## src/rtl/uart_tx_serializer.sv

```systemverilog
// uart_tx_serializer: byte-wide UART transmitter; 1 start bit, 8 data bits LSB first,
//   optional parity bit, STOP_BITS stop bits; line idles high.
// Latency: tx drops on the accept edge; txBusy spans (9+STOP_BITS)*CLKS_PER_BIT cycles
//   (+CLKS_PER_BIT with parity); txDone pulses on the edge txBusy falls.
// Backpressure: txStart is honoured only while txBusy=0; requests made while busy are
//   dropped (no queueing).
//
// Ports:
//   clk        system clock
//   reset      synchronous, active-high reset
//   txStart    one-cycle send request
//   txData     byte to send, sampled on the accept edge only
//   parityOdd  (only with UART_TX_PARITY_EN) 1 selects odd parity, 0 even
//   txBusy     high from the accept edge through the last stop bit
//   tx         serial line out
//   txDone     one-cycle pulse when the frame completes
//
// Optional feature: define UART_TX_PARITY_EN to add a parity bit after the data bits.
module uart_tx_serializer #(
    parameter int CLKS_PER_BIT = 434,
    parameter int STOP_BITS    = 1
) (
    input  logic       clk,
    input  logic       reset,
    input  logic       txStart,
    input  logic [7:0] txData,
`ifdef UART_TX_PARITY_EN
    input  logic       parityOdd,
`endif
    output logic       txBusy,
    output logic       tx,
    output logic       txDone
);

    localparam logic [15:0] BIT_LAST  = 16'(CLKS_PER_BIT - 1);
    localparam logic        STOP_LAST = 1'(STOP_BITS - 1);

    typedef enum logic [2:0] {
        IDLE,
        START,
        DATA,
`ifdef UART_TX_PARITY_EN
        PARITY,
`endif
        STOP
    } state_t;

    state_t      state, state_n;
    logic [15:0] timer, timer_n;
    logic [2:0]  bit_idx, bit_idx_n;
    logic [7:0]  shift, shift_n;
    logic        stop_cnt, stop_cnt_n;
    logic        tx_n, busy_n, done_n;
    logic        bit_end;
`ifdef UART_TX_PARITY_EN
    logic        par_bit, par_n;
`endif

    assign bit_end = (timer == BIT_LAST);

    always_ff @(posedge clk) begin
        if (reset) begin
            state    <= IDLE;
            timer    <= '0;
            bit_idx  <= '0;
            shift    <= '0;
            stop_cnt <= 1'b0;
            tx       <= 1'b1;
            txBusy   <= 1'b0;
            txDone   <= 1'b0;
`ifdef UART_TX_PARITY_EN
            par_bit  <= 1'b0;
`endif
        end else begin
            state    <= state_n;
            timer    <= timer_n;
            bit_idx  <= bit_idx_n;
            shift    <= shift_n;
            stop_cnt <= stop_cnt_n;
            tx       <= tx_n;
            txBusy   <= busy_n;
            txDone   <= done_n;
`ifdef UART_TX_PARITY_EN
            par_bit  <= par_n;
`endif
        end
    end

    // Next-state logic computes the registered value of every output, so tx,
    // txBusy and txDone never have a combinational path from the inputs.
    always_comb begin
        state_n    = state;
        bit_idx_n  = bit_idx;
        shift_n    = shift;
        stop_cnt_n = stop_cnt;
        tx_n       = tx;
        busy_n     = txBusy;
        done_n     = 1'b0;
`ifdef UART_TX_PARITY_EN
        par_n      = par_bit;
`endif
        // The bit timer restarts at every bit boundary and otherwise counts up.
        timer_n    = bit_end ? 16'd0 : timer + 16'd1;

        case (state)
            IDLE: begin
                timer_n = 16'd0;
                tx_n    = 1'b1;
                busy_n  = 1'b0;
                if (txStart && !txBusy) begin
                    // Accept edge: the start bit begins on this very edge.
                    shift_n    = txData;
                    bit_idx_n  = 3'd0;
                    stop_cnt_n = 1'b0;
                    tx_n       = 1'b0;
                    busy_n     = 1'b1;
                    state_n    = START;
`ifdef UART_TX_PARITY_EN
                    par_n      = (^txData) ^ parityOdd;
`endif
                end
            end

            START: begin
                if (bit_end) begin
                    tx_n    = shift[0];
                    state_n = DATA;
                end
            end

            DATA: begin
                if (bit_end) begin
                    if (bit_idx == 3'd7) begin
`ifdef UART_TX_PARITY_EN
                        tx_n    = par_bit;
                        state_n = PARITY;
`else
                        tx_n    = 1'b1;
                        state_n = STOP;
`endif
                    end else begin
                        // shift[1] is the bit that lands in shift[0] on this edge.
                        shift_n   = {1'b0, shift[7:1]};
                        tx_n      = shift[1];
                        bit_idx_n = bit_idx + 3'd1;
                    end
                end
            end

`ifdef UART_TX_PARITY_EN
            PARITY: begin
                if (bit_end) begin
                    tx_n    = 1'b1;
                    state_n = STOP;
                end
            end
`endif

            STOP: begin
                tx_n = 1'b1;
                if (bit_end) begin
                    // Stop bits are counted one bit-time at a time so the
                    // 16-bit timer never has to span more than one bit.
                    if (stop_cnt == STOP_LAST) begin
                        busy_n  = 1'b0;
                        done_n  = 1'b1;
                        state_n = IDLE;
                    end else begin
                        stop_cnt_n = stop_cnt + 1'b1;
                    end
                end
            end

            default: begin
                state_n = IDLE;
                tx_n    = 1'b1;
                busy_n  = 1'b0;
                timer_n = 16'd0;
            end
        endcase
    end

endmodule

```

## config.mk

```make
export PLATFORM = sky130hd
export DESIGN_NAME = uart_tx_serializer
export DESIGN_NICKNAME = d
export VERILOG_FILES = /design/src/rtl/uart_tx_serializer.sv
export SDC_FILE = /design/constraint.sdc
export NUM_CORES = 1
export LEC_CHECK = 0
export BUFFER_PORTS_ARGS = -buffer_cell sky130_fd_sc_hd__buf_2
export CORE_UTILIZATION = 40
export CTS_CLUSTER_DIAMETER = 120
export DETAILED_ROUTE_END_ITERATION = 6
export PLACE_DENSITY_LB_ADDON = 0.15
export SETUP_SLACK_MARGIN = 0.3
export SYNTH_ARGS = -nofsm -noshare
export SYNTH_HDL_FRONTEND = slang
export SYNTH_SLANG_ARGS = --single-unit
```

## constraint.sdc

```tcl
create_clock -name clk -period 1.8 [get_ports clk]
set_input_delay 0.18 -clock clk [delete_from_list [all_inputs] [get_ports clk]]
set_output_delay 0.18 -clock clk [all_outputs]
set_load 0.01 [all_outputs]
```

After elaboration in Yosys (flattened, before gate mapping)
Index checks and enable logic that the tools add are counted.
- $lt $le $gt $ge: 0
- reductions and logical operators: 14
- add/subtract/negate cells: 3
- divide/modulo/power cells: 0
- eq/ne operators: 12
- bitwise gates (word level): 4
- shifts and indexed selects: 0
- multiplexer cells: 29
- multiply operators: 0
- operators by type and width (operator ; number):
    $mux W3 ; 9
    $mux W8 ; 3
    $add A16 B1 Y16 const B ; 1
    $eq A16 B9 Y1 const B ; 1
    $pmux W8 S2 ; 1
    $ne A2 B2 Y1 const B ; 7
    $pmux W3 S4 ; 1
    $mux W1 ; 11
    $reduce_or A3 Y1 ; 3
    $eq A3 B2 Y1 const B ; 2
    $pmux W1 S3 ; 2
    $pmux W3 S2 ; 1
    $reduce_and A3 Y1 ; 2
    $reduce_and A6 Y1 ; 1
    $not A1 Y1 ; 4
    $reduce_and A4 Y1 ; 1
    $reduce_bool A2 Y1 ; 2
    $add A3 B1 Y3 const B ; 1
    $eq A3 B1 Y1 const B ; 1
    $eq A3 B3 Y1 const B ; 1
    $logic_not A3 Y1 ; 1
    $pmux W1 S2 ; 1
    $reduce_and A2 Y1 ; 1
    $reduce_or A2 Y1 ; 1
    3 further kinds ; 3
- bits in writable memories: 0
- memories kept: 0
- memory bits (read-only): 0
- flip-flop bits (word level): 34
- bits in latches: 0
- output and inout bits: 3
- word-level logic and storage cells: 70
- input port bits: 11

Depth between registers and ports, before layout
- depth after elaboration: 4
- mapped depth: 8

Worst setup path before layout
Ideal clock, no wire load.
- path kind: flip-flop to flip-flop
- from: reg state[0]
- to: reg bit_idx[0]
- cell stages (with the launch flop): 7
- period minus slack after synthesis: 1.746 ns
- data required time: 1.730 ns
- path slack: 0.054 ns
- arrival time: 1.676 ns
- cell sequence: dfxtp_1 > inv_1 > ha_1 > and2_1 > a211o_1 > or4_1 > a21oi_1
- word-level cells in the longest chain between the ends: 3
- RTL lines (what ; line ; text):
    start: declaration ; 48 ; state_t state, state_n;
    start signal: assignment ; 75 ; state <= state_n;
    $eq A3 B2 Y1 or $logic_not A3 Y1 (tied branches) ; 105 ; case (state)
    $ne A2 B2 Y1 (no source line) or $reduce_bool A2 Y1 (tied branches) ; -- ;
    $reduce_and A4 Y1 (no source line) ; -- ;
    end signal: assignment ; 77 ; bit_idx <= bit_idx_n;
    end: declaration ; 50 ; logic [2:0] bit_idx, bit_idx_n;
Several ways; a longest one is shown, not always the timed one.
A chain may end at the register's enable or synchronous reset.

Final worst setup path
- from: reg bit_idx[0]
- to: reg tx
- word-level cells in the longest chain between the ends: 4
- RTL lines (what ; line ; text):
    $eq A3 B3 Y1 ; 133 ; if (bit_idx == 3'd7) begin
    $mux W1 ; 133 ;
    $mux W1 ; 132 ; if (bit_end) begin
    $pmux W1 S3 ; 105 ;
    end signal: assignment ; 80 ; tx <= tx_n;
    end: declaration ; 31 ; output logic tx,
No other way between the ends. The select of a mux whose other input is x is not followed.

==> run metrics <==
DR vias 1429; antenna violations before repair 0; VDD IR max ~860 uV; CTS Hold Buffers Added 0; final setup vio count 0; Mean Syn Cell Area a little over 9 sq um; crit start category flop; cell area after synthesis between 1500 and 2000 sq um; Final #Nets approximately 230; CTS tree done; most common cell after layout, fill and taps aside nor2_1; Post-synth EDFFs 0; Yosys warning total 0; static leakage 0.728 nW; DR vias/cell roughly 5.6; minimum clock period 1.72 ns; Setup CP Type reg2reg; fmax slightly below 0.6 GHz; number of global-route vias before repair between 1000 and 1500; core area approximately 3800 sq um; Die ar. between 4000 and 5000 sq um; Synth area leader dfxtp_1; clk sinks 32; clock-pin slew on the worst setup and hold paths 0.06 ns; fraction of layout cells with a size suffix above 1 40.4%; clk_lat worst skew between 0.2 and 0.3 ns; WL/cell approximately 14 um; Final Max Tran Viols 0; period utilisation layout a little over nine tenths; Arr. time, crit path between 1.5 and 2 ns; CTS Root Cell clkbuf_8; WHS 0.181 ns; total global routing overflow 0; MaxCap Viol Count 0; most frequent cells in the layout 21 x nor2_1, 20 x dfxtp_1, 16 x buf_4; WP data required 1.97 ns; FFs w/ async S/R, synth 0%; Layout Utilization between 50 and 60%; most used cell, CP ha_4; Seq/Total Area, Yosys between 30% and 40%; Port Buf Inserts 13; number of H-tree levels 2; Synth Flop Type dfxtp_1; die span in y 65.6 um; largest net degree at the start of global routing 20; Rel. slew slack between 60% and 70%; HP Class in2reg; Longest Clk Path Bufs 2; Detailed Routing Iterations Pass 1 4; Synthesized Nets between 150 and 200; Total Routing Usage GR approximately 18%; Residual DRC 0; CP top delay family compound AO/OA/AOI/OAI gates; dpl hpwl between 2000 and 2500 um; Die X roughly 66 um; Slowest cell on crit path a2111oi_1; Mapped Cells around 170; Critical Path, Cell by Cell ha_4 > ha_4 > and2_4 > a2111oi_1 > o211ai_1 > o41a_1; Final GP Congestion between 0.7 and 0.8; Fillers 323; TritonCTS buffer count 5; I/O pin total 14; RSZ-0062 raised after global routing true; Initial Util around 43%; number of synthesized register bits 32; area delta synth->final 33.7%; synth unique cells between 40 and 50; Setup TNS 0 ns; clk_skew about 0.0044 ns; outcome complete, no violations; Critical Path Fanout Max 3; FP Rows 22; worst-margin pin slew ~0.46 ns; area fraction of the dominant cell type after synthesis about two fifths; Area contributors post-synth dfxtp_1 40%, xnor2_1 7.0%, ha_1 7.0%, nor2_1 5.1%, a21oi_1 4.3%; first-pass GRT wire length ~5900 um; Initial DRC Count 86; Post-DRT Antenna Nets 0; n_diodes 0; PwrDens 1300 nW/um^2; Total Routed Length 3640 um; Setup crit end kind flop; Hold Vio Cnt, Final 0; CP Buf/Inv Count 0; slowest stage delay, CP about 0.47 ns
==> final cells by class <==
class                           instances  area (sq um)  share of cell area [%]
Sequential cell                        32           666                    30.8
Multi-Input combinational cell        129          1080                    50.1
Tap cell                               48          60.1                    2.78
Timing Repair Buffer                   32           228                    10.5
Clock buffer                            7          96.3                    4.46
Inverter                                8          30.0                    1.39
==> kinds of logic (layout without fill, tap and decap cells) <==
kind of cell	count (synthesis)	after routing	share of synthesized area (%)
fa+ha+maj	9	9	6.97
flops	32	32	39.6
simple gates	62	62	22.4
compound gates	37	37	15.3
mux	7	7	4.41
buf+inv	13	47	3.71
xor+xnor	14	14	7.59
==> worst min-delay path: stages <==
cell and delay, ns:
buf_2 0.10, nand3_1 0.07, a21oi_1 0.06
==> power breakdown <==
| group | leakage (nW) | internal (mW) | switching, mW | total [mW] |
|---|---|---|---|---|
| Combinational | 0.410 | 0.648 | 0.659 | 1.31 |
| Sequential | 0.268 | 0.830 | 0.0816 | 0.912 |
| Clock | 0.0503 | 0.340 | 0.246 | 0.586 |
| Total | 0.728 | 1.82 | 0.986 | 2.80 |
==> state kept, by name, indices dropped and copies added, names as in the netlist <==
signal	count
timer	16
shift	8
bit_idx	3
state	2
tx	1
txBusy	1
txDone	1
==> path summary, 6_finish.rpt <==
path / startpoint / end / slack, ns / cells past startpoint
max: bit_idx[0] / tx / 0.08 / 6
min: txData[7] / shift[7] / 0.18 / 3
max reg2reg: bit_idx[0] / tx / 0.08 / 6
min reg2reg: bit_idx[1] / bit_idx[1] / 0.49 / 2
==> repair_timing <==
item / 4_1_cts / 5_1_grt
setup endpoints to repair: 31 / 31
pin swaps: 11 / 3
resized for setup: 34 / 10
buffers inserted: 11 / 4
==> cell usage after synthesis (2+ instances only) <==
cell type and n:
a41oi_1 2, mux2i_1 6, nor3_1 6, or4_1 2
buf_2 2, nand3_1 6, nor4_1 4, a211oi_1 6
nand2_1 5, o21ai_0 6, ha_1 9, nor4_4 2
dfxtp_1 32, xnor2_1 13, nor2_1 22, inv_1 8
nand4_1 5, a21oi_1 14, and4_2 2
==> per-stage QoR <==
stage | setup slack, ns | area (sq um) | cells | power, mW
global placement | 0.0983 | 1790 | 234 | 1.82
global route | 0.0370 | 2160 | 256 | 3.00
floorplan | 0.148 | 1660 | 174 | 1.61
finish | 0.0804 | 2160 | 256 | 2.80
detailed placement | 0.00576 | 1790 | 234 | 1.86
CTS | 0.109 | 2090 | 252 | 2.71
==> layer usage <==
metal	global-route usage [%]	share of wire, %	up-vias
met4	7.88	1.2	0
met2	29.9	49	29
met1	21.8	46	692
met3	5.21	3.7	5
met5	0	0	-
li1	-	-	703
Note: power is estimated with default switching activity, not from simulation.
